$ cat src/rtl/axis_uart_pkg.sv
// axis_uart_pkg: types shared by the axis_uart receive path.
// The receiver's per-frame status word and FSM state encoding live here so the
// register block and the receiver agree on the tuser layout.
package axis_uart_pkg;

  // Per-frame status carried on m_axis_tuser, MSB first: {brk, frame_err, parity_err}
  typedef struct packed {
    logic brk;
    logic frame_err;
    logic parity_err;
  } uart_rx_user_t;

  typedef enum logic [2:0] {
    IDLE,
    START,
    DATA,
    PARITY,
    STOP,
    STOP2,
    OUT,
    BREAK
  } uart_rx_state_e;

  // Expected parity bit for up to 9 data bits (unused upper bits must be 0).
  // odd = 1 gives odd parity (~^data), otherwise even parity (^data).
  function automatic logic parity(input logic [8:0] data, input logic odd);
    return odd ? ~^data : ^data;
  endfunction

endpackage

$ cat src/rtl/uart_baud_tick.sv
// uart_baud_tick: sample-tick generator for the oversampling receiver.
// A down-counter reloads with divider-1 and emits tick when it reaches 0.
// A divider of 0 behaves like 1 (tick every cycle). While restart_i is high the
// counter is held at its reload value and no tick is produced, so the first
// tick after restart falls a full divider period later.
module uart_baud_tick #(
  parameter int DIVIDER_WIDTH = 16
) (
  input  logic                     clk_i,
  input  logic                     rstn_i,
  input  logic                     restart_i,
  input  logic [DIVIDER_WIDTH-1:0] divider_i,
  output logic                     tick_o
);

  logic [DIVIDER_WIDTH-1:0] cnt_q;
  logic [DIVIDER_WIDTH-1:0] reload;

  assign reload = (divider_i == '0) ? '0 : divider_i - DIVIDER_WIDTH'(1);
  assign tick_o = ~restart_i & (cnt_q == '0);

  // Count down to zero, reload on wrap or on restart
  always_ff @(posedge clk_i or negedge rstn_i) begin
    if (!rstn_i) begin
      cnt_q <= '0;
    end else if (restart_i || (cnt_q == '0)) begin
      cnt_q <= reload;
    end else begin
      cnt_q <= cnt_q - DIVIDER_WIDTH'(1);
    end
  end

endmodule

$ cat src/rtl/axis_uart_rx_ovs.sv
// axis_uart_rx_ovs: oversampling UART receiver with an AXI-Stream master output.
// Each bit is decided by a majority vote of three samples around mid-bit; the
// start bit is re-checked so short low glitches are ignored. Frame status is
// reported on tuser as {brk, frame_err, parity_err}.
// Optional feature: define AXIS_UART_RX_BREAK_DETECT_EN to flag break frames
// on tuser[2] and hold off reception until the line has been high for a bit.
module axis_uart_rx_ovs
  import axis_uart_pkg::*;
#(
  parameter int DATA_WIDTH    = 8,
  parameter int OVERSAMPLE    = 16,
  parameter int DIVIDER_WIDTH = 16
) (
  input  logic                     clk_i,
  input  logic                     rstn_i,
  input  logic                     rx_i,
  input  logic [DIVIDER_WIDTH-1:0] clk_divider_i,
  input  logic                     parity_odd_i,
  input  logic                     parity_even_i,
  input  logic                     two_stop_i,
  output logic [DATA_WIDTH-1:0]    m_axis_tdata,
  output logic [2:0]               m_axis_tuser,
  output logic                     m_axis_tvalid,
  input  logic                     m_axis_tready,
  output logic                     overrun_o,
  output logic                     busy_o
);

  localparam int CNT_W = $clog2(OVERSAMPLE);
  localparam int BIT_W = $clog2(DATA_WIDTH);
  localparam logic [CNT_W-1:0] S_LO   = CNT_W'(OVERSAMPLE / 2 - 1);
  localparam logic [CNT_W-1:0] S_MID  = CNT_W'(OVERSAMPLE / 2);
  localparam logic [CNT_W-1:0] S_HI   = CNT_W'(OVERSAMPLE / 2 + 1);
  localparam logic [CNT_W-1:0] S_LAST = CNT_W'(OVERSAMPLE - 1);
  localparam logic [BIT_W-1:0] B_LAST = BIT_W'(DATA_WIDTH - 1);

  uart_rx_state_e state_q, state_d;

  logic sync1_q, sync2_q, prev_q;
  logic rx_s, start_edge;

  logic [DIVIDER_WIDTH-1:0] div_q;
  logic                     par_en_q, par_odd_q, two_stop_q;

  logic                     tick;
  logic [CNT_W-1:0]         sample_cnt_q;
  logic                     s0_q, s1_q, vote, decide, last_stop;

  logic [BIT_W-1:0]         bit_cnt_q;
  logic [DATA_WIDTH-1:0]    data_q;
  logic                     pe_q, fe_q, brk_q, parity_exp;

  logic [DATA_WIDTH-1:0]    tdata_q;
  uart_rx_user_t            user_q;
  logic                     tvalid_q, overrun_q;

  assign rx_s       = sync2_q;
  assign start_edge = prev_q & ~sync2_q;
  assign vote       = (s0_q & s1_q) | (s0_q & rx_s) | (s1_q & rx_s);
  assign decide     = tick && (sample_cnt_q == S_HI);
  assign last_stop  = decide && (((state_q == STOP) && !two_stop_q) || (state_q == STOP2));
  assign parity_exp = par_odd_q ? ~^data_q : ^data_q;

  // Two-flop synchroniser plus one history flop for falling-edge detection
  always_ff @(posedge clk_i or negedge rstn_i) begin
    if (!rstn_i) begin
      sync1_q <= 1'b1;
      sync2_q <= 1'b1;
      prev_q  <= 1'b1;
    end else begin
      sync1_q <= rx_i;
      sync2_q <= sync1_q;
      prev_q  <= sync2_q;
    end
  end

  // In IDLE the tick counter tracks the live divider so it is already loaded
  // with the value latched at the start edge; mid-frame it uses the latch.
  uart_baud_tick #(
    .DIVIDER_WIDTH(DIVIDER_WIDTH)
  ) u_baud_tick (
    .clk_i     (clk_i),
    .rstn_i    (rstn_i),
    .restart_i (state_q == IDLE),
    .divider_i ((state_q == IDLE) ? clk_divider_i : div_q),
    .tick_o    (tick)
  );

  // Sample position within the bit; in BREAK it counts consecutive high ticks
  always_ff @(posedge clk_i or negedge rstn_i) begin
    if (!rstn_i) begin
      sample_cnt_q <= '0;
    end else if ((state_q == IDLE) || (state_q == OUT)) begin
      sample_cnt_q <= '0;
    end else if (tick) begin
      if ((state_q == BREAK) && !rx_s) begin
        sample_cnt_q <= '0;
      end else if (sample_cnt_q == S_LAST) begin
        sample_cnt_q <= '0;
      end else begin
        sample_cnt_q <= sample_cnt_q + CNT_W'(1);
      end
    end
  end

  // Capture the two samples that precede the mid-bit decision
  always_ff @(posedge clk_i or negedge rstn_i) begin
    if (!rstn_i) begin
      s0_q <= 1'b1;
      s1_q <= 1'b1;
    end else if (tick) begin
      if (sample_cnt_q == S_LO)  s0_q <= rx_s;
      if (sample_cnt_q == S_MID) s1_q <= rx_s;
    end
  end

  // Frame datapath: config latch at the start edge, shift, parity and stop checks
  always_ff @(posedge clk_i or negedge rstn_i) begin
    if (!rstn_i) begin
      div_q      <= '0;
      par_en_q   <= 1'b0;
      par_odd_q  <= 1'b0;
      two_stop_q <= 1'b0;
      bit_cnt_q  <= '0;
      data_q     <= '0;
      pe_q       <= 1'b0;
      fe_q       <= 1'b0;
    end else if (state_q == IDLE) begin
      bit_cnt_q <= '0;
      pe_q      <= 1'b0;
      fe_q      <= 1'b0;
      if (start_edge) begin
        div_q      <= clk_divider_i;
        par_en_q   <= parity_odd_i | parity_even_i;
        par_odd_q  <= parity_odd_i;
        two_stop_q <= two_stop_i;
      end
    end else if (decide) begin
      case (state_q)
        DATA: begin
          data_q    <= {vote, data_q[DATA_WIDTH-1:1]};
          bit_cnt_q <= bit_cnt_q + BIT_W'(1);
        end
        PARITY:      pe_q <= (vote != parity_exp);
        STOP, STOP2: if (!vote) fe_q <= 1'b1;
        default: ;
      endcase
    end
  end

`ifdef AXIS_UART_RX_BREAK_DETECT_EN
  // Break: all-zero data, framing error and the line still low at the last stop decision
  always_ff @(posedge clk_i or negedge rstn_i) begin
    if (!rstn_i) begin
      brk_q <= 1'b0;
    end else if (state_q == IDLE) begin
      brk_q <= 1'b0;
    end else if (last_stop) begin
      brk_q <= (data_q == '0) && (fe_q || !vote) && !rx_s;
    end
  end
`else
  assign brk_q = 1'b0;
`endif

  // State register
  always_ff @(posedge clk_i or negedge rstn_i) begin
    if (!rstn_i) state_q <= IDLE;
    else         state_q <= state_d;
  end

  // Next-state logic; every bit transition happens at its mid-bit decision tick
  always_comb begin
    state_d = state_q;
    case (state_q)
      IDLE:   if (start_edge) state_d = START;
      START:  if (decide) state_d = vote ? IDLE : DATA;
      DATA:   if (decide && (bit_cnt_q == B_LAST)) state_d = par_en_q ? PARITY : STOP;
      PARITY: if (decide) state_d = STOP;
      STOP:   if (decide) state_d = two_stop_q ? STOP2 : OUT;
      STOP2:  if (decide) state_d = OUT;
`ifdef AXIS_UART_RX_BREAK_DETECT_EN
      OUT:    state_d = brk_q ? BREAK : IDLE;
      BREAK:  if (tick && rx_s && (sample_cnt_q == S_LAST)) state_d = IDLE;
`else
      OUT:    state_d = IDLE;
`endif
      default: state_d = IDLE;
    endcase
  end

  // Single-entry output register; a frame arriving while a word is stalled is dropped
  always_ff @(posedge clk_i or negedge rstn_i) begin
    if (!rstn_i) begin
      tdata_q   <= '0;
      user_q    <= '0;
      tvalid_q  <= 1'b0;
      overrun_q <= 1'b0;
    end else begin
      overrun_q <= 1'b0;
      if (state_q == OUT) begin
        if (tvalid_q && !m_axis_tready) begin
          overrun_q <= 1'b1;
        end else begin
          tdata_q  <= data_q;
          user_q   <= {brk_q, fe_q, pe_q};
          tvalid_q <= 1'b1;
        end
      end else if (tvalid_q && m_axis_tready) begin
        tvalid_q <= 1'b0;
      end
    end
  end

  assign m_axis_tdata  = tdata_q;
  assign m_axis_tuser  = user_q;
  assign m_axis_tvalid = tvalid_q;
  assign overrun_o     = overrun_q;
  assign busy_o        = (state_q != IDLE);

endmodule

$ cat config.mk
export PLATFORM = sky130hd
export DESIGN_NAME = axis_uart_rx_ovs
export DESIGN_NICKNAME = d
export VERILOG_FILES = /design/src/rtl/axis_uart_pkg.sv /design/src/rtl/uart_baud_tick.sv /design/src/rtl/axis_uart_rx_ovs.sv
export SDC_FILE = /design/constraint.sdc
export NUM_CORES = 1
export LEC_CHECK = 0
export BUFFER_PORTS_ARGS = -buffer_cell sky130_fd_sc_hd__buf_2
export CAP_MARGIN = 15
export CELL_PAD_IN_SITES_DETAIL_PLACEMENT = 1
export CELL_PAD_IN_SITES_GLOBAL_PLACEMENT = 2
export CORE_ASPECT_RATIO = 1.1
export CORE_UTILIZATION = 35
export DETAILED_ROUTE_END_ITERATION = 8
export PLACE_DENSITY_LB_ADDON = 0.1
export SETUP_SLACK_MARGIN = 0.05
export SKIP_CTS_REPAIR_TIMING = 1
export SYNTH_ARGS = -nofsm -noshare
export SYNTH_HDL_FRONTEND = slang
export SYNTH_SLANG_ARGS = --single-unit
$ cat constraint.sdc
create_clock -name clk_i -period 2.4 [get_ports clk_i]
set_input_delay 0.12 -clock clk_i [delete_from_list [all_inputs] [get_ports clk_i]]
set_output_delay 0.12 -clock clk_i [all_outputs]
set_load 0.02 [all_outputs]
# ---- Word level (Yosys, flattened, before mapping)
# Cells that the tools add are included.
dict set report classes {
  addsub 4
  eq_ne 21
  muxes 33
  n_bitwise 11
  reduce_logical 32
}
# cell count
set ops {}
lappend ops {{2-to-1 mux 16 bit} 3}
lappend ops {{logical NOT 16 bit} 2}
lappend ops {{subtractor 16 x 1 -> 16 bit (second input constant)} 2}
lappend ops {{2-to-1 mux 3 bit} 10}
lappend ops {{case mux 3 bit (6 select lines)} 1}
lappend ops {{2-to-1 mux 4 bit} 4}
lappend ops {{equality test 3 bit (second input constant)} 5}
lappend ops {{inequality test 2 bit (second input constant)} 7}
lappend ops {{AND reduction 2 bit} 7}
lappend ops {{2-to-1 mux 1 bit} 13}
lappend ops {{equality test 4 bit (second input constant)} 3}
lappend ops {{nonzero test 2 bit} 6}
lappend ops {{XNOR reduction 8 bit} 1}
lappend ops {{parity 8 bit} 1}
lappend ops {{equality test 3 x 2 -> 1 bit (second input constant)} 2}
lappend ops {{AND reduction 3 bit} 2}
lappend ops {{AND reduction 6 bit} 1}
lappend ops {{bitwise AND 1 bit} 5}
lappend ops {{logical AND 1 bit} 5}
lappend ops {{adder 4 x 1 -> 4 bit (second input constant)} 1}
lappend ops {{equality test 4 x 3 -> 1 bit (second input constant)} 1}
lappend ops {{2-to-1 mux 2 bit} 2}
lappend ops {{adder 3 x 1 -> 3 bit (second input constant)} 1}
lappend ops {{equality test 3 x 1 -> 1 bit (second input constant)} 1}
lappend ops {{other kinds (9)} 15}
dict set report word_totals {
  reg_bits 72
  output_inout_bits 14
}

# ---- Longest topological paths before layout
dict set report logic_depth {
  depth_word 7
  depth_mapped 10
}

# ---- By module
# Synthesis repeated with hierarchy kept, for this count alone.
dict set report hier_totals {
  hier_cells 321
  hier_area_um2 3848.7
}
# mod instances cells_each area_per_inst_um2 seq_area_each_um2
set modules_own_cells {}
lappend modules_own_cells {axis_uart_rx_ovs 1 202 2700.1 1407.6}
lappend modules_own_cells {uart_baud_tick 1 119 1148.6 400.4}

# ---- Worst setup path after synthesis
# Ideal clock, no wire load.
dict set report synth_timing {
  path_kind {reg2reg}
  startpoint {reg state_q[1]}
  endpoint {reg u_baud_tick.cnt_q[14]}
  setup_time_ns 0.082
  t_arrival_ns 2.464
  t_required_ns 2.318
  path_slack_ns -0.146
  stages_incl_launch_ff 9
  n_path_buf 2
  cell_sequence {dfrtp_1 -> nor3_1 -> buf_2 -> buf_2 -> mux2i_1 -> ha_1 -> nand2_1 -> or4_1 -> a31oi_1}
}
dict set report synth_between {
  elab_chain_len 5
  elab_cells_between_ends 7
}
# element line
set synth_lines {}
lappend synth_lines {{start, declared} axis_uart_rx_ovs.sv:37} ;# uart_rx_state_e state_q, state_d;
lappend synth_lines {{start signal, assigned} axis_uart_rx_ovs.sv:169} ;# else state_q <= state_d;
lappend synth_lines {{logical NOT 3 bit *} {axis_uart_rx_ovs.sv:84, axis_uart_rx_ovs.sv:85}}
lappend synth_lines {{2-to-1 mux 16 bit} axis_uart_rx_ovs.sv:85} ;# .divider_i ((state_q == IDLE) ? clk_divider_i : div_q),
lappend synth_lines {{subtractor 16 x 1 -> 16 bit / logical NOT 16 bit (equally long branches)} uart_baud_tick.sv:19} ;# assign reload = (divider_i == '0) ? '0 : divider_i - DIVIDER_WIDTH'(1);
lappend synth_lines {{2-to-1 mux 16 bit} uart_baud_tick.sv:19}
lappend synth_lines {{2-to-1 mux 16 bit *} uart_baud_tick.sv:26} ;# end else if (restart_i || (cnt_q == '0)) begin
lappend synth_lines {{end signal, assigned} uart_baud_tick.sv:27} ;# cnt_q <= reload;
lappend synth_lines {{end signal, assigned} uart_baud_tick.sv:29} ;# cnt_q <= cnt_q - DIVIDER_WIDTH'(1);
lappend synth_lines {{end, declared} uart_baud_tick.sv:16} ;# logic [DIVIDER_WIDTH-1:0] cnt_q;
# Mark *: on every way between the ends. The rest lies on a longest branch, timed or not.
# A chain may end at the register's enable or synchronous reset.

# ---- Worst setup path in the final report
dict set report layout_timing {
  startpoint {reg u_baud_tick.cnt_q[4]}
  endpoint {reg sample_cnt_q[2]}
}
dict set report layout_between {
  elab_chain_len 3
}
# element line
set layout_lines {}
lappend layout_lines {{logical NOT 16 bit} uart_baud_tick.sv:20} ;# assign tick_o = ~restart_i & (cnt_q == '0);
lappend layout_lines {{bitwise AND 1 bit} uart_baud_tick.sv:20}
lappend layout_lines {{nonzero test 2 bit (no source line)} n/a}
lappend layout_lines {{end signal, assigned} axis_uart_rx_ovs.sv:101} ;# sample_cnt_q <= sample_cnt_q + CNT_W'(1);
lappend layout_lines {{end, declared} axis_uart_rx_ovs.sv:46} ;# logic [CNT_W-1:0] sample_cnt_q;
# No other way between the ends.

==> flow_summary_export.csv <==
group,metric,value,unit
final_layout,fin_area,4820,um^2
synth,synthesis.nets,418,
synth,synth_top_area_share,41.8,%
placed_design,dpl.hpwl,7.48,mm
synth,synth.top_cells.by_count,"dfrtp_1, mux2_2, nor2_1, nand2_1, xnor2_1",
cts,clk_latency,0.34,ns
worst_setup_path,end_kind,"register",
synth,synthTopCellsByArea,"dfrtp_1, mux2_2, xnor2_1, dfstp_2, mux2i_1",
cts,clk_pin_slew_worst_paths,0.06,ns
worst_setup_path,cp_slowest_stage_delay,0.54,ns
power,powerDensity,1130,nW/um^2
synth,synthArstFlopShare,100,%
synth,synth_edf_count,0,
synth,synth_seq_area_share,45.0,%
final_layout,seq_area,1810,um^2
die,core_area,11100,um^2
synth,mappedNetlistArea,4020,um^2
global_route,grt_pass1_vias,3273,
placed_design,io_buffers,35,
synth,synth-seq-cells,72,
outcome,status,"finished, violations left",
synth,synth_ff_type,"dfrtp_1",
timing,tightest_slew,0.945,ns
timing,maxSlewViolCount,0,
timing,min_period,2.25,ns
synth,yosysTopAreaCell,"dfrtp_1",
timing,hold_slack,-0.0738,ns
global_route,gr-total-overflow,0,
placed_design,placed_area,4470,um^2
drt,wl_per_cell,17.2,um
synth,synth_most_common_cell,"dfrtp_1",
die,dieArea,11900,um^2
worst_setup_path,path_class,"reg2reg",
final_layout,num_antenna_cells,0,
synth,synth.avg_cell_area,10.4,um^2
timing,timing.final.crit_share,93.7,%
worst_setup_path,rr_worst_depth,7,
timing,relSlewSlack,37.0,%
cts,cts_htree_levels,3,
power,peakVddDrop,0.412,mV
timing,max_clock_freq,445,MHz
global_route,antenna_found_initial,0,
global_route,grt_pass1_wl,17.5,mm
worst_setup_path,startpoint_type,"register",
worst_setup_path,critPathMaxFanout,11,
cts,cts_max_path_buffers,2,
drt,antenna_left,0,
timing,rsz0062_at_grt,"true",
drt,dr.pass1.iters,4,
global_route,grt.total_usage,18.8,%
drt,wl,10.2,mm
final_layout,nets,473,
timing,setup_violations,0,
worst_setup_path,cp.buffers_inverters,1,
cts,root_buffer,"clkbuf_16",
worst_setup_path,reg2reg_slack,0.15,ns
worst_setup_path,path_cells,"or4_4 -> nor3_4 -> and3_4 -> buf_4 -> nor2_1 -> o21ai_0 -> o21ai_0",
final_layout,drive_gt1_share,29.3,%
worst_setup_path,cpMaxStageDelayCell,"or4_4",
worst_hold_path,holdCritPathClass,"in2async",
global_route,grt_start_max_net_pins,73,
worst_setup_path,cp_data_arrival_time,2.46,ns
outcome,violations,"hold timing",
cts,cts_tree,"done",
cts,clkSinkCount,72,
die,rows,40,
synth,synth.distinct_cells,52,
drt,drcViolationCount,0,
synth,syn_inst,387,
final_layout,syn_to_final_growth,20.1,%
worst_setup_path,crit_required,2.61,ns
placed_design,place_congestion,0.785,
worst_setup_path,path_delay_family,"simple AND/OR/NAND/NOR gates",
power,leakagePower,2.08,nW
timing,fin_tns_setup,0,ns
cts,numCtsBuffers,9,
die,chipHeight,114,um
die,start_util,36.3,%
worst_setup_path,crit_top_cell,"o21ai_0",
worst_setup_path,cp.depth,7,
timing,hold_viol,67,
die,die_width,104,um
synth,yosysWarnings,0,
drt,vias,3104,
timing,skew,0.00800,ns
die,ios,37,
drt,drt-initial-drc-count,95,
run,maxCapViolations,0,
final_layout,multi_input_area,2130,um^2
final_layout,fillerInstances,1238,
drt,vias_per_cell,5.23,
flip-flops by register name, summed over array words and instances, names as in the netlist:
signal	cells
bit_cnt_q	3
data_q	8
div_q	16
fe_q	1
m_axis_tdata	8
m_axis_tuser	2
m_axis_tvalid	1
overrun_o	1
par_en_q	1
par_odd_q	1
pe_q	1
prev_q	1
rx_s	1
s0_q	1
s1_q	1
sample_cnt_q	4
state_q	3
sync1_q	1
two_stop_q	1
u_baud_tick.cnt_q	16
worst paths after layout:
| kind | from | endpoint |
|---|---|---|
| max | u_baud_tick.cnt_q[4]$_DFF_PN0_ | sample_cnt_q[2]$_DFFE_PN0P_ |
| min | rstn_i | div_q[5]$_DFFE_PN0P_ |
| max reg2reg | u_baud_tick.cnt_q[4]$_DFF_PN0_ | sample_cnt_q[2]$_DFFE_PN0P_ |
| min reg2reg | sync1_q$_DFF_PN1_ | rx_s$_DFF_PN1_ |
| max in group asynchronous | rstn_i | m_axis_tvalid$_DFFE_PN0P_ |
| min in group clk_i | two_stop_i | two_stop_q$_DFFE_PN0P_ |
area by class of cell:
type | instances | share of cell area (%)
clock buffer | 9 | 4.67
multi-input combinational | 292 | 44.1
sequential | 72 | 37.5
inverter | 9 | 0.701
tap | 147 | 3.81
clock inverter | 7 | 1.66
timing repair buffer | 58 | 7.58
metrics by stage:
stage	hold slack [ns]	setup WS (ns)	util [%]	std cells	power [W]
floorplan	-0.176	0.0913	-	387	0.00336
global placement	0.230	0.175	40.4	575	0.00402
detailed placement	0.235	0.137	40.4	575	0.00406
CTS	-0.124	0.112	43.2	591	0.00547
global route	0.00874	0.0523	43.6	594	0.00585
finish	-0.0738	0.151	43.6	594	0.00547
power by group:
group	total, W	internal (W)	switching (W)
clock	0.00138	0.000817	0.000561
sequential	0.00191	0.00154	0.000368
combinational	0.00218	0.000990	0.00119
cells by family after synthesis:
group	after synthesis	share of synthesized area, %
compound gates	67	10.3
xor+xnor	34	7.42
fa+ha+maj	9	2.74
buf+inv	24	3.05
flops	72	45.0
mux	51	14.3
other cells	1	0.0934
simple gates	129	17.1
layer usage:
layer / GRT usage [%] / up-vias / wire length [um]
met5: 0 / - / 0
met4: 7.43 / 0 / 157
met3: 3.24 / 10 / 202
met2: 28.2 / 23 / 4500
met1: 27.0 / 1549 / 5340
li1: - / 1522 / -
layout by cell type (no fill, tap or decap), types with 4 or more instances in the layout:
| cell | n |
|---|---|
| xnor2_1 | 26 |
| o22ai_1 | 9 |
| o31ai_1 | 4 |
| dfrtp_1 | 67 |
| nor2_1 | 29 |
| mux2_2 | 35 |
| mux2_4 | 4 |
| nor3_1 | 18 |
| xor2_1 | 8 |
| buf_4 | 22 |
| dfstp_2 | 5 |
| ha_1 | 7 |
| nand4_1 | 4 |
| mux2i_1 | 11 |
| nor4_1 | 12 |
| nand3_1 | 11 |
| inv_1 | 9 |
| a21oi_1 | 11 |
| o21ai_0 | 22 |
| buf_2 | 34 |
| nand2_1 | 27 |
| nor2b_1 | 5 |
| a31oi_1 | 6 |
| clkbuf_16 | 9 |
No activity file was read; power rests on OpenSTA's default activity.
